--- config.mk ---
export PLATFORM = sky130hd
export DESIGN_NAME = ps2_host_tx
export DESIGN_NICKNAME = d
export VERILOG_FILES = /design/src/rtl/ps2_host_tx.sv
export SDC_FILE = /design/constraint.sdc
export NUM_CORES = 1
export LEC_CHECK = 0
export CAP_MARGIN = 20
export CORE_AREA = 2 2 94 96
export DETAILED_ROUTE_END_ITERATION = 16
export DIE_AREA = 0 0 96 98
export DONT_BUFFER_PORTS = 1
export PLACE_DENSITY = 0.47
export SLEW_MARGIN = 20
export SYNTH_ARGS = -nofsm -noshare
export SYNTH_HDL_FRONTEND = slang
export SYNTH_SLANG_ARGS = --single-unit
--- constraint.sdc ---
create_clock -name clock -period 1.8 [get_ports clock]
set_input_delay 0.18 -clock clock [delete_from_list [all_inputs] [get_ports clock]]
set_output_delay 0.18 -clock clock [all_outputs]
set_load 0.02 [all_outputs]
--- src/rtl/ps2_host_tx.sv ---
// PS/2 host-to-device transmitter: inhibits the bus, issues a request-to-send,
// shifts one byte plus odd parity and stop out on device clocks, then checks the ack.
module ps2_host_tx #(
  parameter int unsigned INHIBIT = 6000,
  parameter int unsigned REQHOLD = 64,
  parameter int unsigned TIMEOUT = 840000,
  parameter int unsigned FILT    = 8
) (
  input  logic       clock,
  input  logic       reset,
  input  logic       ps2CkI,
  input  logic       ps2DqI,
  output logic       ps2CkOe,
  output logic       ps2DqOe,
  input  logic       strb,
  input  logic [7:0] data,
  output logic       busy,
  output logic       done,
  output logic       error
);

  localparam int unsigned MAX_IR  = (INHIBIT > REQHOLD) ? INHIBIT : REQHOLD;
  localparam int unsigned MAX_CNT = (MAX_IR > TIMEOUT) ? MAX_IR : TIMEOUT;
  localparam int unsigned CW      = $clog2(MAX_CNT + 1);
  localparam int unsigned FW      = $clog2(FILT + 1);
  localparam int unsigned NW      = 4;

  typedef enum logic [2:0] {
    S_IDLE,
    S_INHIBIT,
    S_REQ,
    S_SEND,
    S_ACK,
    S_FIN
  } state_e;

  state_e          state_q, state_d;
  logic [CW-1:0]   cnt_q, cnt_d;
  logic [NW-1:0]   n_q, n_d;
  logic [7:0]      data_q, data_d;
  logic            par_q, par_d;
  logic            nack_q, nack_d;
  logic            seen_q, seen_d;
  logic            ck_oe_q, ck_oe_d;
  logic            dq_oe_q, dq_oe_d;
  logic            busy_q, busy_d;
  logic            done_q, done_d;
  logic            error_q, error_d;

  logic            ck_m_q, ck_m_d;
  logic            ck_s_q, ck_s_d;
  logic            dq_m_q, dq_m_d;
  logic            dq_s_q, dq_s_d;
  logic            ck_filt_q, ck_filt_d;
  logic [FW-1:0]   fcnt_q, fcnt_d;
  logic            fall_c;

  // Synchronisers plus clock glitch filter: a new level must persist FILT samples.
  always_comb begin
    ck_m_d    = ps2CkI;
    ck_s_d    = ck_m_q;
    dq_m_d    = ps2DqI;
    dq_s_d    = dq_m_q;
    ck_filt_d = ck_filt_q;
    fcnt_d    = '0;
    if (ck_s_q != ck_filt_q) begin
      if (fcnt_q == FW'(FILT - 1)) begin
        ck_filt_d = ck_s_q;
      end else begin
        fcnt_d = fcnt_q + 1'b1;
      end
    end
    fall_c = ck_filt_q & ~ck_filt_d;
  end

  // Transfer sequencer; cnt_q serves as inhibit, request and timeout counter.
  always_comb begin
    state_d = state_q;
    cnt_d   = cnt_q;
    n_d     = n_q;
    data_d  = data_q;
    par_d   = par_q;
    nack_d  = nack_q;
    seen_d  = seen_q;
    ck_oe_d = ck_oe_q;
    dq_oe_d = dq_oe_q;
    busy_d  = busy_q;
    done_d  = 1'b0;
    error_d = 1'b0;

    case (state_q)
      S_IDLE: begin
        if (strb) begin
          data_d  = data;
          par_d   = ~^data;
          busy_d  = 1'b1;
          ck_oe_d = 1'b1;
          dq_oe_d = 1'b0;
          cnt_d   = '0;
          state_d = S_INHIBIT;
        end
      end

      S_INHIBIT: begin
        if (cnt_q == CW'(INHIBIT - 1)) begin
          cnt_d   = '0;
          dq_oe_d = 1'b1;
          state_d = S_REQ;
        end else begin
          cnt_d = cnt_q + 1'b1;
        end
      end

      S_REQ: begin
        if (cnt_q == CW'(REQHOLD - 1)) begin
          cnt_d   = '0;
          n_d     = '0;
          ck_oe_d = 1'b0;
          state_d = S_SEND;
        end else begin
          cnt_d = cnt_q + 1'b1;
        end
      end

      S_SEND, S_ACK: begin
        if (cnt_q == CW'(TIMEOUT - 1)) begin
          // Timeout overrides any clock edge arriving in the same cycle.
          ck_oe_d = 1'b0;
          dq_oe_d = 1'b0;
          error_d = 1'b1;
          busy_d  = 1'b0;
          cnt_d   = '0;
          state_d = S_IDLE;
        end else begin
          cnt_d = cnt_q + 1'b1;
          if (state_q == S_SEND) begin
            if (fall_c) begin
              n_d = n_q + 1'b1;
              if (n_q < NW'(8)) begin
                dq_oe_d = ~data_q[n_q[2:0]];
              end else if (n_q == NW'(8)) begin
                dq_oe_d = ~par_q;
              end else begin
                dq_oe_d = 1'b0;
                seen_d  = 1'b0;
                state_d = S_ACK;
              end
            end
          end else if (!seen_q) begin
            if (fall_c) begin
              nack_d = dq_s_q;
              seen_d = 1'b1;
            end
          end else if (ck_filt_q && dq_s_q) begin
            done_d  = ~nack_q;
            error_d = nack_q;
            busy_d  = 1'b0;
            state_d = S_FIN;
          end
        end
      end

      S_FIN: begin
        state_d = S_IDLE;
      end

      default: begin
        state_d = S_IDLE;
      end
    endcase
  end

  always_ff @(posedge clock or negedge reset) begin
    if (!reset) begin
      state_q   <= S_IDLE;
      cnt_q     <= '0;
      n_q       <= '0;
      data_q    <= '0;
      par_q     <= 1'b0;
      nack_q    <= 1'b0;
      seen_q    <= 1'b0;
      ck_oe_q   <= 1'b0;
      dq_oe_q   <= 1'b0;
      busy_q    <= 1'b0;
      done_q    <= 1'b0;
      error_q   <= 1'b0;
      ck_m_q    <= 1'b1;
      ck_s_q    <= 1'b1;
      dq_m_q    <= 1'b1;
      dq_s_q    <= 1'b1;
      ck_filt_q <= 1'b1;
      fcnt_q    <= '0;
    end else begin
      state_q   <= state_d;
      cnt_q     <= cnt_d;
      n_q       <= n_d;
      data_q    <= data_d;
      par_q     <= par_d;
      nack_q    <= nack_d;
      seen_q    <= seen_d;
      ck_oe_q   <= ck_oe_d;
      dq_oe_q   <= dq_oe_d;
      busy_q    <= busy_d;
      done_q    <= done_d;
      error_q   <= error_d;
      ck_m_q    <= ck_m_d;
      ck_s_q    <= ck_s_d;
      dq_m_q    <= dq_m_d;
      dq_s_q    <= dq_s_d;
      ck_filt_q <= ck_filt_d;
      fcnt_q    <= fcnt_d;
    end
  end

  assign ps2CkOe = ck_oe_q;
  assign ps2DqOe = dq_oe_q;
  assign busy    = busy_q;
  assign done    = done_q;
  assign error   = error_q;

endmodule
Word level (Yosys, flattened, before mapping)

Index checks and enable logic that the tools add are counted.

Add/subtract/negate cells: 3
Multipliers: 0
Div/mod/pow operators: 0
Order comparisons: 2
Equal/unequal tests: 30
Shift operators: 0
Multiplexer cells: 60
Bitwise gates (word level): 8
Reductions and logical operators: 18

Operators by type and width:

| operator              | count |
|---|---|
| $mux 20               | 4 |
| $pmux 20 s4           | 1 |
| $mux 1                | 33 |
| $mux 3                | 10 |
| $reduce_and 5->1      | 5 |
| $mux 4                | 6 |
| $add 20x1->20 const B | 1 |
| $eq 20x13->1 const B  | 1 |
| $eq 20x20->1 const B  | 1 |
| $eq 20x6->1 const B   | 1 |
| $ne 2x2->1 const B    | 10 |
| $ne 4x4->1 const B    | 5 |
| $ne 3x3->1 const B    | 5 |
| $pmux 3 s4            | 1 |
| $add 4x1->4 const B   | 2 |
| $pmux 4 s2            | 1 |
| $reduce_and 8->1      | 1 |
| $reduce_xnor 8->1     | 1 |
| $not 1->1             | 7 |
| $eq 3x2->1 const B    | 2 |
| $pmux 1 s3            | 2 |
| $reduce_bool 3->1     | 2 |
| $eq 4x3->1 const B    | 1 |
| $eq 4x4->1 const B    | 1 |
| 15 further kinds      | 17 |

Register bits: 52
Latch bits: 0
Memory bits (writable): 0
ROM bits: 0
Bits of input ports: 13
Output and inout bits: 5
Logic and storage cells: 139
Memories: 0

Depth between registers and ports, before layout

Depth after elaboration: 9
Mapped depth: 9
Mapped depth without buffers: 7

Worst setup path before layout

OpenSTA, ideal clock, no wires.

Path type: flip-flop to flip-flop
From: reg cnt_q[13]
To: reg cnt_q[9]
Arrival: 1.772 ns
Data required time: 1.681 ns
Slack: -0.091 ns
Stages on the path, launching flop included: 8
Cells stage by stage: dfrtp_1 -> or4b_1 -> nor3_2 -> a311o_2 -> o211ai_4 -> nor2_8 -> buf_8 -> nor2_1

Cells in the longest elaborated chain, start to end: 3
Elaborated cells between the ends (all ways): 7
Those cells by class: 3 x eq/ne; 4 x mux

RTL lines:

| element                                    | RTL line      | text |
|---|---|---|
| start: declaration                         | 38            | `logic [CW-1:0] cnt_q, cnt_d;` |
| start signal: assignment                   | 195           | `cnt_q <= cnt_d;` |
| $eq 20x20->1, or another cell as far along | 126           | `if (cnt_q == CW'(TIMEOUT - 1)) begin` |
| $mux 20, on equally long branches          | 126, 105, 115 |  |
| $pmux 20 s4 (*)                            | 91            | `case (state_q)` |

Every way passes the cells marked *; elsewhere a longest branch is shown, timed or not.
A chain may end at the register's enable or synchronous reset.

Worst setup path after layout

From: reg cnt_q[13]
To: reg cnt_q[19]

Cells in the longest elaborated chain, start to end: 3
Elaborated cells between the ends (all ways): 8
Those cells by class: 1 x add/sub; 3 x eq/ne; 4 x mux

RTL lines:

| element                                     | RTL line |
|---|---|
| $add 20x1->20, or another cell as far along | 110, 121, 135 |
| $mux 20, on equally long branches           | 126, 105, 115 |
| $pmux 20 s4 (*)                             | 91 |

Marks and branches as above.

==> results.yml <==
run_status:
  status: "finished with violations"
  violations: "setup timing"
die:
  start_util_pct: 33.6
  coreArea_sq_um: 8470
  die_w_microns: 96
  num_rows: 34
  die_area_sq_um: 9410
  pin_count: 18
  die_h_microns: 98
global_routing:
  grt_pass1_vias: 2316
  grt_pass1_wl_microns: 11200
  grt_usage_pct: 15.0
  antenna_found_initial: 0
  overflow: 0
  grt_max_degree: 53
critical_path:
  arrival_ns: 2.15
  r2r-start: "cnt_q[13]"
  cp_slowest_cell: "or4b_4"
  ff2ff_path_depth: 7
  r2r_slack_ns: -0.14
  endpoint_kind: "flop"
  path_max_fanout: 6
  worstPathCellList: "or4b_4 > nor3_4 > a311o_2 > o211ai_4 > nor2_8 > buf_12 > nor2_2"
  worst_path_largest_cell_delay_ns: 0.55
  timing.rr.end: "cnt_q[19]"
  crit_type: "reg -> reg"
  worstPathRequired_ns: 2.01
  start_kind: "flop"
power_and_ir_drop:
  clockPowerShare_pct: 32.9
  power_frac_comb_pct: 10.4
  ir_worst_vdd_mv: 0.274
  p_sw_share_pct: 25.3
  p_int_mw: 1.64
  p_leak_nw: 1.74
  switchingPower_mw: 0.554
  power_mw: 2.19
  power_density_nw_per_um2: 553
  p_seq_share_pct: 56.7
layout:
  fin_util_pct: 46.8
  drive_above_1_share_pct: 41.4
  final_cell_mix: "buf_4, dfrtp_1, nor2_1, xnor2_1, nand2_1"
  nets: 386
  area_growth_syn_to_layout_pct: 39.3
  mostFrequentLayoutCell: "buf_4"
  finish.instance_area_sq_um: 3960
  final_cells: 478
  num_antenna_cells: 0
timing:
  holdWs_ns: 0.0145
  period_minus_slack_ns: 1.94
  finalMaxSlewViolations: 0
  skew_ns: 0.0114
  fmax_ghz: 0.514
  hold_viol_final: 0
  tightest_slew_ns: 0.351
  rsz0062_at_grt: "yes"
  finalSetupViolCount: 27
  setup_tns_ns: -2.79
  slew_headroom_pct: 76.3
  finalWorstSetupSlack_ns: -0.144
  period_share_pct: 108
min_path:
  min_from: "data[4]"
  holdPathStages: 1
  min_path_type: "in -> reg"
  hold_end: "data_q[4]"
clocking:
  cts_buffer_depth: 2
  insertion_delay_ns: 0.32
  cts.clk_slew.worst_paths_ns: 0.10
  numClockSinks: 52
  cts_tree: "done"
  h-tree-depth: 2
  cts-root-buf: "clkbuf_8"
  cts_made_buffers: 5
logic_synthesis:
  synth_seq_cells: 52
  synth_area_sq_um: 2850
  ys_seq_area_share_pct: 45.9
  synthArstFlopShare_pct: 100
  synth-edff-count: 0
  synth_ff_type: "dfrtp_1"
  yosys_warnings: 0
  syn_inst: 284
  syn-num-nets: 301
  synth.avg_cell_area_sq_um: 10.0
  synthDistinctLibCells: 55
detailed_routing:
  drc_errors: 0
  dr.pass1.iters: 4
  via_count: 2350
  first_iter_violations: 101
  vias_per_cell: 4.92
  antenna_left: 0
  routedWlPerCell_microns: 13.7
  wirelength_microns: 6540
place:
  gp_congestion: 0.778
  port_buffers: 0
  hpwl_microns: 4640
  pre_cts_slack_ns: -0.189
  placed_area_sq_um: 3450
  dp_cells: 446
run:
  max_cap_viol_count: 0
==> timing repair <==
action                                 CTS  global route
pin swaps                                6            11
setup endpoints to repair               29            38
endpoints found under the hold margin   61             0
resized for setup                       35            17
hold buffers                            11             0
buffers inserted                         9             4
==> power groups by stage <==
| stage | combinational, mW | clock (mW) | sequential [mW] |
|---|---|---|---|
| floorplan | 0.0957 | 0 | 1.27 |
| global placement | 0.167 | 0 | 1.26 |
| detailed placement | 0.166 | 0 | 1.26 |
| CTS | 0.219 | 0.756 | 1.24 |
| global route | 0.259 | 0.806 | 1.25 |
| finish | 0.229 | 0.720 | 1.24 |
==> area by class of cell <==
class,instances,area (sq um)
Clock buffer,5,68.8
Clock inverter,3,25.0
Fill cell,808,4500
Inverter,11,41.3
Multi-Input combinational cell,212,1610
Sequential cell,52,1310
Tap cell,108,135
Timing Repair Buffer,87,779
==> flip-flops by register name, summed over array words and instances, names as in the netlist <==
register	cells
ps2DqOe	1
ck_s_q	1
par_q	1
fcnt_q	4
state_q	3
ps2CkOe	1
ck_m_q	1
n_q	4
done	1
dq_s_q	1
error	1
dq_m_q	1
seen_q	1
busy	1
ck_filt_q	1
data_q	8
cnt_q	20
nack_q	1
==> worst max-delay path, delay by kind of cell (launching register included) <==
family,cells,cell delay [ns]
buffers and inverters,1,0.14
flip-flops,1,0.40
AND/OR/NAND/NOR,4,0.94
AO/OA/AOI/OAI,2,0.35
==> worst max-delay path by stage <==
stage / end / slack (ns) / start
final: cnt_q[19] / -0.14 / cnt_q[13]
after global routing: cnt_q[9] / -0.21 / cnt_q[13]
after CTS: cnt_q[16] / -0.18 / cnt_q[13]
after detailed placement: cnt_q[1] / -0.19 / cnt_q[13]
after global placement: cnt_q[1] / -0.13 / cnt_q[13]
after floorplan: cnt_q[9] / -0.09 / cnt_q[13]
==> logic make-up (layout without fill, tap and decap cells) <==
family                   after synthesis  count (layout)  synth area share [%]
AO/OA/AOI/OAI                         42              42                  10.1
adder cells (fa/ha/maj)                4               4                  1.76
flip-flops                            52              52                  45.9
buffers and inverters                 20             106                  3.91
multiplexers                          16              16                  6.59
XOR/XNOR                              24              24                  7.38
AND/OR/NAND/NOR                      126             126                  24.4
==> cell usage after synthesis (2+ instances only) <==
master     n  share of area, %
a21oi_1    6               1.1
a311o_2    2              0.79
a31oi_1    7               1.5
and2_1     5               1.1
and4_1     2              0.62
buf_2      2              0.35
buf_4      2              0.53
buf_6      2              0.79
clkbuf_1   2              0.26
dfrtp_1   47                41
dfstp_2    5               4.6
ha_1       4               1.8
inv_1     11               1.5
mux2_2    12               4.7
mux2i_1    3               1.1
nand2_1   23               3.0
nand3_1   14               2.5
nand4_1    4              0.88
nor2_1    38               5.0
nor2b_1    5               1.1
nor3_1    10               1.8
nor3_2     3               1.1
nor4_1     2              0.44
nor4_2     2              0.88
o211ai_1   2              0.53
o21a_1     2              0.53
o21ai_0   12               2.1
o22ai_1    2              0.44
or2_2      2              0.44
or2b_2     2              0.62
or3_1      2              0.44
or4_1      2              0.53
xnor2_1   23               7.1
==> layer usage <==
layer	share of wire (%)	global-route usage, %
met4	1.3	4.62
met1	49	21.9
met2	47	22.5
met5	0	0
met3	2.4	2.78
Note: power is estimated with default switching activity, not from simulation.
